--- src/rtl/cla_adder_bist.sv ---
// Exhaustive self-test sequencer for a WIDTH-bit combinational adder.
// Walks every {cin,a,b} vector, waits SETTLE cycles, then checks {cout,sum}
// against a+b+cin, counting mismatches and capturing the first failure.
module cla_adder_bist #(
    parameter int unsigned WIDTH  = 4,
    parameter int unsigned SETTLE = 1,
    parameter int unsigned ERRW   = 16
) (
    input  logic             clk,
    input  logic             rst,
    input  logic             start,
    output logic [WIDTH-1:0] a,
    output logic [WIDTH-1:0] b,
    output logic             cin,
    input  logic [WIDTH-1:0] sum,
    input  logic             cout,
    output logic             busy,
    output logic             done,
    output logic             pass,
    output logic [ERRW-1:0]  err_count,
    output logic             fail_vld,
    output logic [WIDTH-1:0] fail_a,
    output logic [WIDTH-1:0] fail_b,
    output logic             fail_cin
);

    localparam int unsigned VW          = 2 * WIDTH + 1;
    localparam int unsigned RW          = WIDTH + 1;
    localparam int unsigned CW          = (SETTLE > 1) ? $clog2(SETTLE) : 1;
    localparam int unsigned SETTLE_LAST = (SETTLE > 0) ? SETTLE - 1 : 0;

    typedef enum logic [2:0] {
        ST_IDLE  = 3'd0,
        ST_DRIVE = 3'd1,
        ST_WAIT  = 3'd2,
        ST_CHECK = 3'd3,
        ST_DONE  = 3'd4
    } state_e;

    state_e            state_q, state_d;
    logic [VW-1:0]     vec_q, vec_d;
    logic [RW-1:0]     exp_q, exp_d;
    logic [CW-1:0]     cnt_q, cnt_d;
    logic              busy_q, busy_d;
    logic              done_q, done_d;
    logic              pass_q, pass_d;
    logic [ERRW-1:0]   err_q, err_d;
    logic              fail_vld_q, fail_vld_d;
    logic [VW-1:0]     fail_vec_q, fail_vec_d;
    logic              mism_c;

    // Adder response differs from the expected result latched in DRIVE
    assign mism_c = ({cout, sum} != exp_q);

    // Next-state and datapath updates for the sweep sequencer
    always_comb begin
        state_d    = state_q;
        vec_d      = vec_q;
        exp_d      = exp_q;
        cnt_d      = cnt_q;
        busy_d     = busy_q;
        done_d     = done_q;
        pass_d     = pass_q;
        err_d      = err_q;
        fail_vld_d = fail_vld_q;
        fail_vec_d = fail_vec_q;

        case (state_q)
            ST_IDLE, ST_DONE: begin
                if (start) begin
                    state_d    = ST_DRIVE;
                    vec_d      = '0;
                    err_d      = '0;
                    fail_vld_d = 1'b0;
                    fail_vec_d = '0;
                    busy_d     = 1'b1;
                    done_d     = 1'b0;
                    pass_d     = 1'b0;
                end
            end
            ST_DRIVE: begin
                exp_d   = RW'(vec_q[2*WIDTH-1:WIDTH]) + RW'(vec_q[WIDTH-1:0]) + RW'(vec_q[VW-1]);
                cnt_d   = '0;
                state_d = (SETTLE > 0) ? ST_WAIT : ST_CHECK;
            end
            ST_WAIT: begin
                if (cnt_q == CW'(SETTLE_LAST)) begin
                    state_d = ST_CHECK;
                end else begin
                    cnt_d = cnt_q + CW'(1);
                end
            end
            ST_CHECK: begin
                if (mism_c) begin
                    if (err_q != '1) begin
                        err_d = err_q + ERRW'(1);
                    end
                    if (!fail_vld_q) begin
                        fail_vld_d = 1'b1;
                        fail_vec_d = vec_q;
                    end
                end
                if (vec_q == '1) begin
                    state_d = ST_DONE;
                    busy_d  = 1'b0;
                    done_d  = 1'b1;
                    pass_d  = (err_d == '0);
                end else begin
                    vec_d   = vec_q + VW'(1);
                    state_d = ST_DRIVE;
                end
            end
            default: state_d = ST_IDLE;
        endcase
    end

    // State and datapath registers, synchronous reset
    always_ff @(posedge clk) begin
        if (rst) begin
            state_q    <= ST_IDLE;
            vec_q      <= '0;
            exp_q      <= '0;
            cnt_q      <= '0;
            busy_q     <= 1'b0;
            done_q     <= 1'b0;
            pass_q     <= 1'b0;
            err_q      <= '0;
            fail_vld_q <= 1'b0;
            fail_vec_q <= '0;
        end else begin
            state_q    <= state_d;
            vec_q      <= vec_d;
            exp_q      <= exp_d;
            cnt_q      <= cnt_d;
            busy_q     <= busy_d;
            done_q     <= done_d;
            pass_q     <= pass_d;
            err_q      <= err_d;
            fail_vld_q <= fail_vld_d;
            fail_vec_q <= fail_vec_d;
        end
    end

    assign a         = vec_q[2*WIDTH-1:WIDTH];
    assign b         = vec_q[WIDTH-1:0];
    assign cin       = vec_q[VW-1];
    assign busy      = busy_q;
    assign done      = done_q;
    assign pass      = pass_q;
    assign err_count = err_q;
    assign fail_vld  = fail_vld_q;
    assign fail_a    = fail_vec_q[2*WIDTH-1:WIDTH];
    assign fail_b    = fail_vec_q[WIDTH-1:0];
    assign fail_cin  = fail_vec_q[VW-1];

endmodule

--- config.mk ---
export PLATFORM = sky130hd
export DESIGN_NAME = cla_adder_bist
export DESIGN_NICKNAME = d
export VERILOG_FILES = /design/src/rtl/cla_adder_bist.sv
export SDC_FILE = /design/constraint.sdc
export NUM_CORES = 1
export LEC_CHECK = 0
export CAP_MARGIN = 40
export CORE_UTILIZATION = 47
export DETAILED_ROUTE_END_ITERATION = 8
export PLACE_DENSITY = 0.72
export REMOVE_ABC_BUFFERS = 1
export SLEW_MARGIN = 15
export SYNTH_ARGS = -nofsm -noshare
export SYNTH_HDL_FRONTEND = slang
export SYNTH_SLANG_ARGS = --single-unit
export TNS_END_PERCENT = 10
--- constraint.sdc ---
create_clock -name clk -period 1.9 [get_ports clk]
set_input_delay 0.38 -clock clk [delete_from_list [all_inputs] [get_ports clk]]
set_output_delay 0.38 -clock clk [all_outputs]
set_load 0.05 [all_outputs]
==> results of run 1 <==
cells by family after synthesis:
kind of cell | Yosys count
flip-flops | 46
multiplexers | 4
AND/OR/NAND/NOR | 137
buffers and inverters | 24
AO/OA/AOI/OAI | 82
XOR/XNOR | 18
adder cells (fa/ha/maj) | 8
synth_stat cells, types with 3 or more instances:
library cell  number  area (um2)
o21ai_0           12        60.1
clkbuf_1          13        48.8
ha_1               6        75.1
o21ai_1            5        25.0
inv_1              5        18.8
nor3_1            10        50.1
buf_2              5        25.0
xor2_1             7        61.3
a211oi_1           3        22.5
mux2i_1            4        40.0
nand3_1           19        95.1
nand3b_1           4        30.0
nor2_1            33         124
dfxtp_1           46         921
or3_1              5        31.3
a31oi_1            4        25.0
nand4b_1           3        26.3
nand4_1            4        25.0
a21oi_1           39         195
xnor2_1           11        96.3
or2_2              3        18.8
nand2_1           37         139
a311oi_1           5        43.8
a21o_1             5        37.5
area by class of cell:
cell class	count	area (um2)	area share [%]
Multi-Input combinational cell	249	1660	45.4
Sequential cell	46	927	25.4
Timing Repair Buffer	105	860	23.5
Tap cell	70	87.6	2.40
Clock buffer	6	82.6	2.26
Inverter	6	22.5	0.617
Clock inverter	2	12.5	0.343
repair_timing:
| item | in CTS | in global routing |
|---|---|---|
| endpoints found under the setup margin | 6 | 27 |
| setup buffers | 0 | 1 |
| hold buffers | 0 | 0 |
| pin swaps | 7 | 15 |
| resized for setup | 9 | 40 |
| cloned | 0 | 0 |
sequential cells by signal (all words and copies together), names as in the netlist:
name	count
exp_q	5
err_count	16
fail_vec_q	9
done	1
state_q	3
pass	1
busy	1
fail_vld	1
vec_q	9
worst max-delay path: stages (launching register included):
cell and delay, ns:
dfxtp_2 0.36, nand3_4 0.10, buf_4 0.16, nor2_2 0.12, nand3_1 0.11, nor4_2 0.31
buf_4 0.18, mux2i_2 0.22, o2111ai_2 0.13, o21ai_1 0.16
stage by stage:
stage	total power, mW	utilization, %	setup TNS, ns
after CTS	2.04	67.9	-0.0995
final	2.04	71.0	-0.0138
after detailed placement	1.40	65.7	-7.59
after global placement	1.39	65.7	-7.22
after global routing	2.13	71.0	-0.186
after floorplan	1.23	-	-7.73
worst paths after layout:
| kind | startpoint | endpoint | slack [ns] | cells past startpoint |
|---|---|---|---|---|
| hold reg to reg | fail_vec_q[0] | fail_vec_q[0] | 0.46 | 2 |
| hold / removal | fail_vec_q[0] | fail_vec_q[0] | 0.46 | 2 |
| setup reg to reg | err_count[6] | pass | -0.01 | 9 |
| setup / recovery | err_count[6] | pass | -0.01 | 9 |
power groups by stage:
stage | combinational [mW] | sequential (mW) | clock, mW
6_report | 0.382 | 1.02 | 0.646
5_1_grt | 0.415 | 1.02 | 0.700
4_1_cts | 0.367 | 1.01 | 0.659
3_5_place_dp | 0.360 | 1.04 | 0
3_3_place_gp | 0.357 | 1.03 | 0
2_1_floorplan | 0.165 | 1.06 | 0
metal layers:
layer	share of wire [%]	global-route usage [%]	vias up
li1	-	-	1333
met1	44	33.2	1314
met2	50	45.9	90
met3	4.3	4.23	15
met4	1.6	7.82	0
met5	0	0	-
==> results.toml, run 1 <==
[timing]
timing.final.crit_share_pct = 101
tightest_slew_ns = 0.573
fmax_mhz = 523
setup_ws_ns = -0.0138
rsz0062_at_grt = "true"
holdWs_ns = 0.458
setup_viol = 1
finalHoldViolCount = 0
period_minus_slack_ns = 1.91
finClkSkew_ns = 0.00851
maxSlewHeadroom_pct = 61.4
drv_slew = 0

[cts]
cts_buffers = 5
cts_htree_levels = 2
clock_tree.buffer_depth = 2
clkLatencyLatePin_ns = 0.30
cts.sinks = 46
cts_tree = "built"
cts.clk_slew.worst_paths_ns = 0.09
cts_root_buf = "clkbuf_8"

[floorplanning]
dieArea_mm2 = 0.00567
rows = 26
die_height_um = 75.3
coreArea_mm2 = 0.00514
io_pins = 46
initial_utilization_pct = 49.2
fp.dieW_um = 75.3

[yosys]
synth-seq-area-share_pct = 36.4
yosys.area_share.simple_pct = 27.7
synthMuxAreaShare_pct = 1.58
synth_fa_ha_area_share_pct = 4.55
syn_area_mm2 = 0.00253
yosysWarnings = 0
synth_flop_cell = "dfxtp_1"
synthXorXnorAreaFrac_pct = 6.24
avgSynthCellArea_um2 = 7.92
async_reset_ff_share_pct = 0
synth_compound_area_share_pct = 19.7
synth.distinct_cells = 47
ys_ff_latch = 46
synthCells = 319
synth_top_family_by_area = "simple AND/OR/NAND/NOR gates"
synth-edff-count = 0

[global_route]
track_usage_pct = 26.2
grt.overflow.total = 0
grt_antenna_before_repair = 0
grt_pass1_vias = 2444
grt_max_degree = 24
grt_pass1_wl_mm = 11.3

[power_and_ir_drop]
power.internal_mw = 1.43
sw_frac_of_total_pct = 29.8
p_leak_nw = 1.53
vdd_drop_max_uv = 379
p_sw_mw = 0.610
p_per_area_mw_per_mm2 = 559
p_comb_share_pct = 18.7
p_seq_share_pct = 49.7
pwr-share-clk_pct = 31.6

[final_layout]
layout_common_cells = "85 x buf_4, 41 x dfxtp_1, 36 x a21oi_1, 35 x nand2_1, 30 x nor2_1"
syn_to_final_growth_pct = 44.5
fillCellCount = 449
final_area_mm2 = 0.00365
drive_above_1_share_pct = 32.6
diodes = 0
final_nets = 429
stdcell_count = 484
final_common_cell = "buf_4"

[critical_path]
path_class = "flip-flop to flip-flop"
crit_path_end_kind = "flip-flop"
cp_max_fo = 3
critPathArrivalTime_ns = 2.15
critPathRequiredTime_ns = 2.14
start_kind = "flip-flop"

[place]
gp_congestion = 0.892
hpwl_mm = 5.13
port_buffers = 45
place_ws_ns = -0.502
placed_area_mm2 = 0.00338
place_inst = 476

[detailed_routing]
post_drt_wl_per_cell_um = 15.1
drtIter0Drc = 176
viasPerCell = 5.69
drt_wl_total_mm = 7.33
first_pass_iters = 4
num_vias = 2752
drc = 0
ant_nets = 0

[status]
status = "finished, violations left"
violations = "negative setup slack"

[worst_hold_path]
hold_class = "flip-flop to flip-flop"

[flow_run]
maxCapViolCount = 0
No activity file was read; power rests on OpenSTA's default activity.
==> run 2, diff against run 1 <==
--- a/config.mk
+++ b/config.mk
@@ -7,6 +7,7 @@
 export LEC_CHECK = 0
 export CAP_MARGIN = 40
 export CORE_UTILIZATION = 47
+export CTS_CLUSTER_DIAMETER = 80
 export DETAILED_ROUTE_END_ITERATION = 8
 export PLACE_DENSITY = 0.72
 export REMOVE_ABC_BUFFERS = 1
==> results of run 2 <==
No change in the layout: final DEF, timing and power equal those of run 1.
==> run 3, diff against run 2 <==
--- a/config.mk
+++ b/config.mk
@@ -6,6 +6,7 @@
 export NUM_CORES = 1
 export LEC_CHECK = 0
 export CAP_MARGIN = 40
+export CORE_MARGIN = 3
 export CORE_UTILIZATION = 47
 export CTS_CLUSTER_DIAMETER = 80
 export DETAILED_ROUTE_END_ITERATION = 8
==> run 3 against run 2 <==
  * The flow still finishes with violations (negative setup slack)
  * Design area is 0.58% higher
  * Die area is 11% higher
  * Combinational power is 7.9% higher
  * First-iteration DRC count is 4.5% lower
  * Non-clock buffer count is 1 higher
  * Critical path depth is 3 lower
  * Largest power group unchanged
  * Critical path type unchanged
  * Clock skew is 0.0030 ns lower
  * Core utilization is 0.41 points higher
  * Total power is 7.7% higher
  * Sequential power hardly changed
==> results.toml, run 3 (same netlist as run 1, synthesis figures left out) <==
[critical_path]
crit_path_end_kind = "flip-flop"
cp_slowest_cell = "or3_4"
start_kind = "flip-flop"
cp_max_fo = 5
critPathRequiredTime_ns = 2.15
cpPeakStageDelay_ns = 0.46
critPathArrivalTime_ns = 2.28
path_class = "flip-flop to flip-flop"
path_cells = "nand3_2, or3_4, o31a_1, a2111oi_4, o2111ai_2, o21ai_1"

[cts]
cts_htree_levels = 2
cts_buffers = 5
cts.clk_slew.worst_paths_ns = 0.10
cts_root_buf = "clkbuf_8"
cts_tree = "built"
clock_tree.buffer_depth = 2
clkLatencyLatePin_ns = 0.30
cts_hold_buffers = 0
cts.sinks = 46

[place]
gp_congestion = 0.873
placed_area_mm2 = 0.00338
port_buffers = 45
hpwl_mm = 5.49

[final_layout]
fillCellCount = 424
largest_reg_flops = 16
final_area_mm2 = 0.00367
syn_to_final_growth_pct = 45.3
multi_input_comb_area_mm2 = 0.00166
regArea_um2 = 926
diodes = 0
final_nets = 431
layout_common_cells = "87 x buf_4, 42 x dfxtp_1, 39 x a21oi_1, 35 x nand2_1, 32 x nor2_1"
drive_above_1_share_pct = 31.3
final_common_cell = "buf_4"

[floorplanning]
die_height_um = 79.3
dieArea_mm2 = 0.00629
coreArea_mm2 = 0.00514
fp.dieW_um = 79.3
io_pins = 46
rows = 26
initial_utilization_pct = 49.2

[timing]
maxSlewHeadroom_pct = 66.3
setup_ws_ns = -0.130
period_minus_slack_ns = 2.03
setup_viol = 1
drv_slew = 0
holdWs_ns = 0.457
fmax_mhz = 493
fin_setup_tns_ns = -0.130
finClkSkew_ns = 0.00555
tightest_slew_ns = 0.503
finalHoldViolCount = 0
timing.final.crit_share_pct = 107
rsz0062_at_grt = "true"

[detailed_routing]
ant_nets = 0
drtIter0Drc = 168
drt_wl_total_mm = 7.74
first_pass_iters = 4
drc = 0
post_drt_wl_per_cell_um = 15.9
num_vias = 2733
viasPerCell = 5.62

[global_route]
grt_antenna_before_repair = 0
track_usage_pct = 25.4
grt_pass1_wl_mm = 12.8
grt_pass1_vias = 2710
grt_max_degree = 18
grt.overflow.total = 0

[power_and_ir_drop]
vdd_drop_max_uv = 545
p_per_area_mw_per_mm2 = 599
p_leak_nw = 1.56

[status]
violations = "negative setup slack"
status = "finished, violations left"

[flow_run]
maxCapViolCount = 0

[worst_hold_path]
hold_class = "flip-flop to flip-flop"
[run 3: cell count changes in the layout (fill, tap and decap cells not counted), moves of 3 or more]
cell     delta
a21oi_2     -3
o21ai_1     -3
nand3_2     -3
a21oi_1     +3
nand3_1     +3
[run 3: path summary, 6_finish.rpt]
path | slack, ns | endpoint | start | depth (start not counted)
max reg2reg | -0.13 | pass | err_count[9] | 6
max | -0.13 | pass | err_count[9] | 6
min | 0.46 | fail_vec_q[8] | fail_vec_q[8] | 2
min reg2reg | 0.46 | fail_vec_q[8] | fail_vec_q[8] | 2
[run 3: power breakdown]
group | internal (mW) | switching (mW) | total, mW
logic | 0.167 | 0.245 | 0.412
registers | 0.990 | 0.0262 | 1.02
clock network | 0.395 | 0.377 | 0.772
total | 1.55 | 0.648 | 2.20
[run 3: metrics by stage]
stage / util [%] / std cells / total power, mW / worst slack (ns)
global route: 71.4 / 486 / 2.28 / -0.209
finish: 71.4 / 486 / 2.20 / -0.130
detailed placement: 65.8 / 477 / 1.41 / -0.515
floorplan: - / 301 / 1.23 / -0.617
global placement: 65.8 / 477 / 1.41 / -0.479
CTS: 69.1 / 486 / 2.17 / -0.144
[run 3: worst max-delay path, delay by kind of cell, from the launching register on]
family | cells | cell delay [ns]
simple gates | 2 | 0.60
flops | 1 | 0.37
compound gates | 4 | 0.99
[run 3: timing repair]
item,in CTS,in global routing
setup endpoints to repair,10,22
resized for setup,11,32
buffers inserted,1,0
pin swaps,5,15
cloned,0,1
[run 3: area by class of cell]
| cell class | count | share of cell area [%] |
|---|---|---|
| Inverter | 6 | 0.613 |
| Clock inverter | 3 | 1.19 |
| Timing Repair Buffer | 106 | 23.4 |
| Clock buffer | 5 | 1.87 |
| Tap cell | 70 | 2.39 |
| Multi-Input combinational cell | 250 | 45.3 |
| Sequential cell | 46 | 25.2 |
[run 3: metal layers]
layer / GRT usage (%) / wire (um) / part of all wire, %
met1: 30.4 / 3230 / 42
met2: 46.4 / 4020 / 52
met3: 4.20 / 388 / 5.0
met4: 7.22 / 104 / 1.3
met5: 0 / 0 / 0
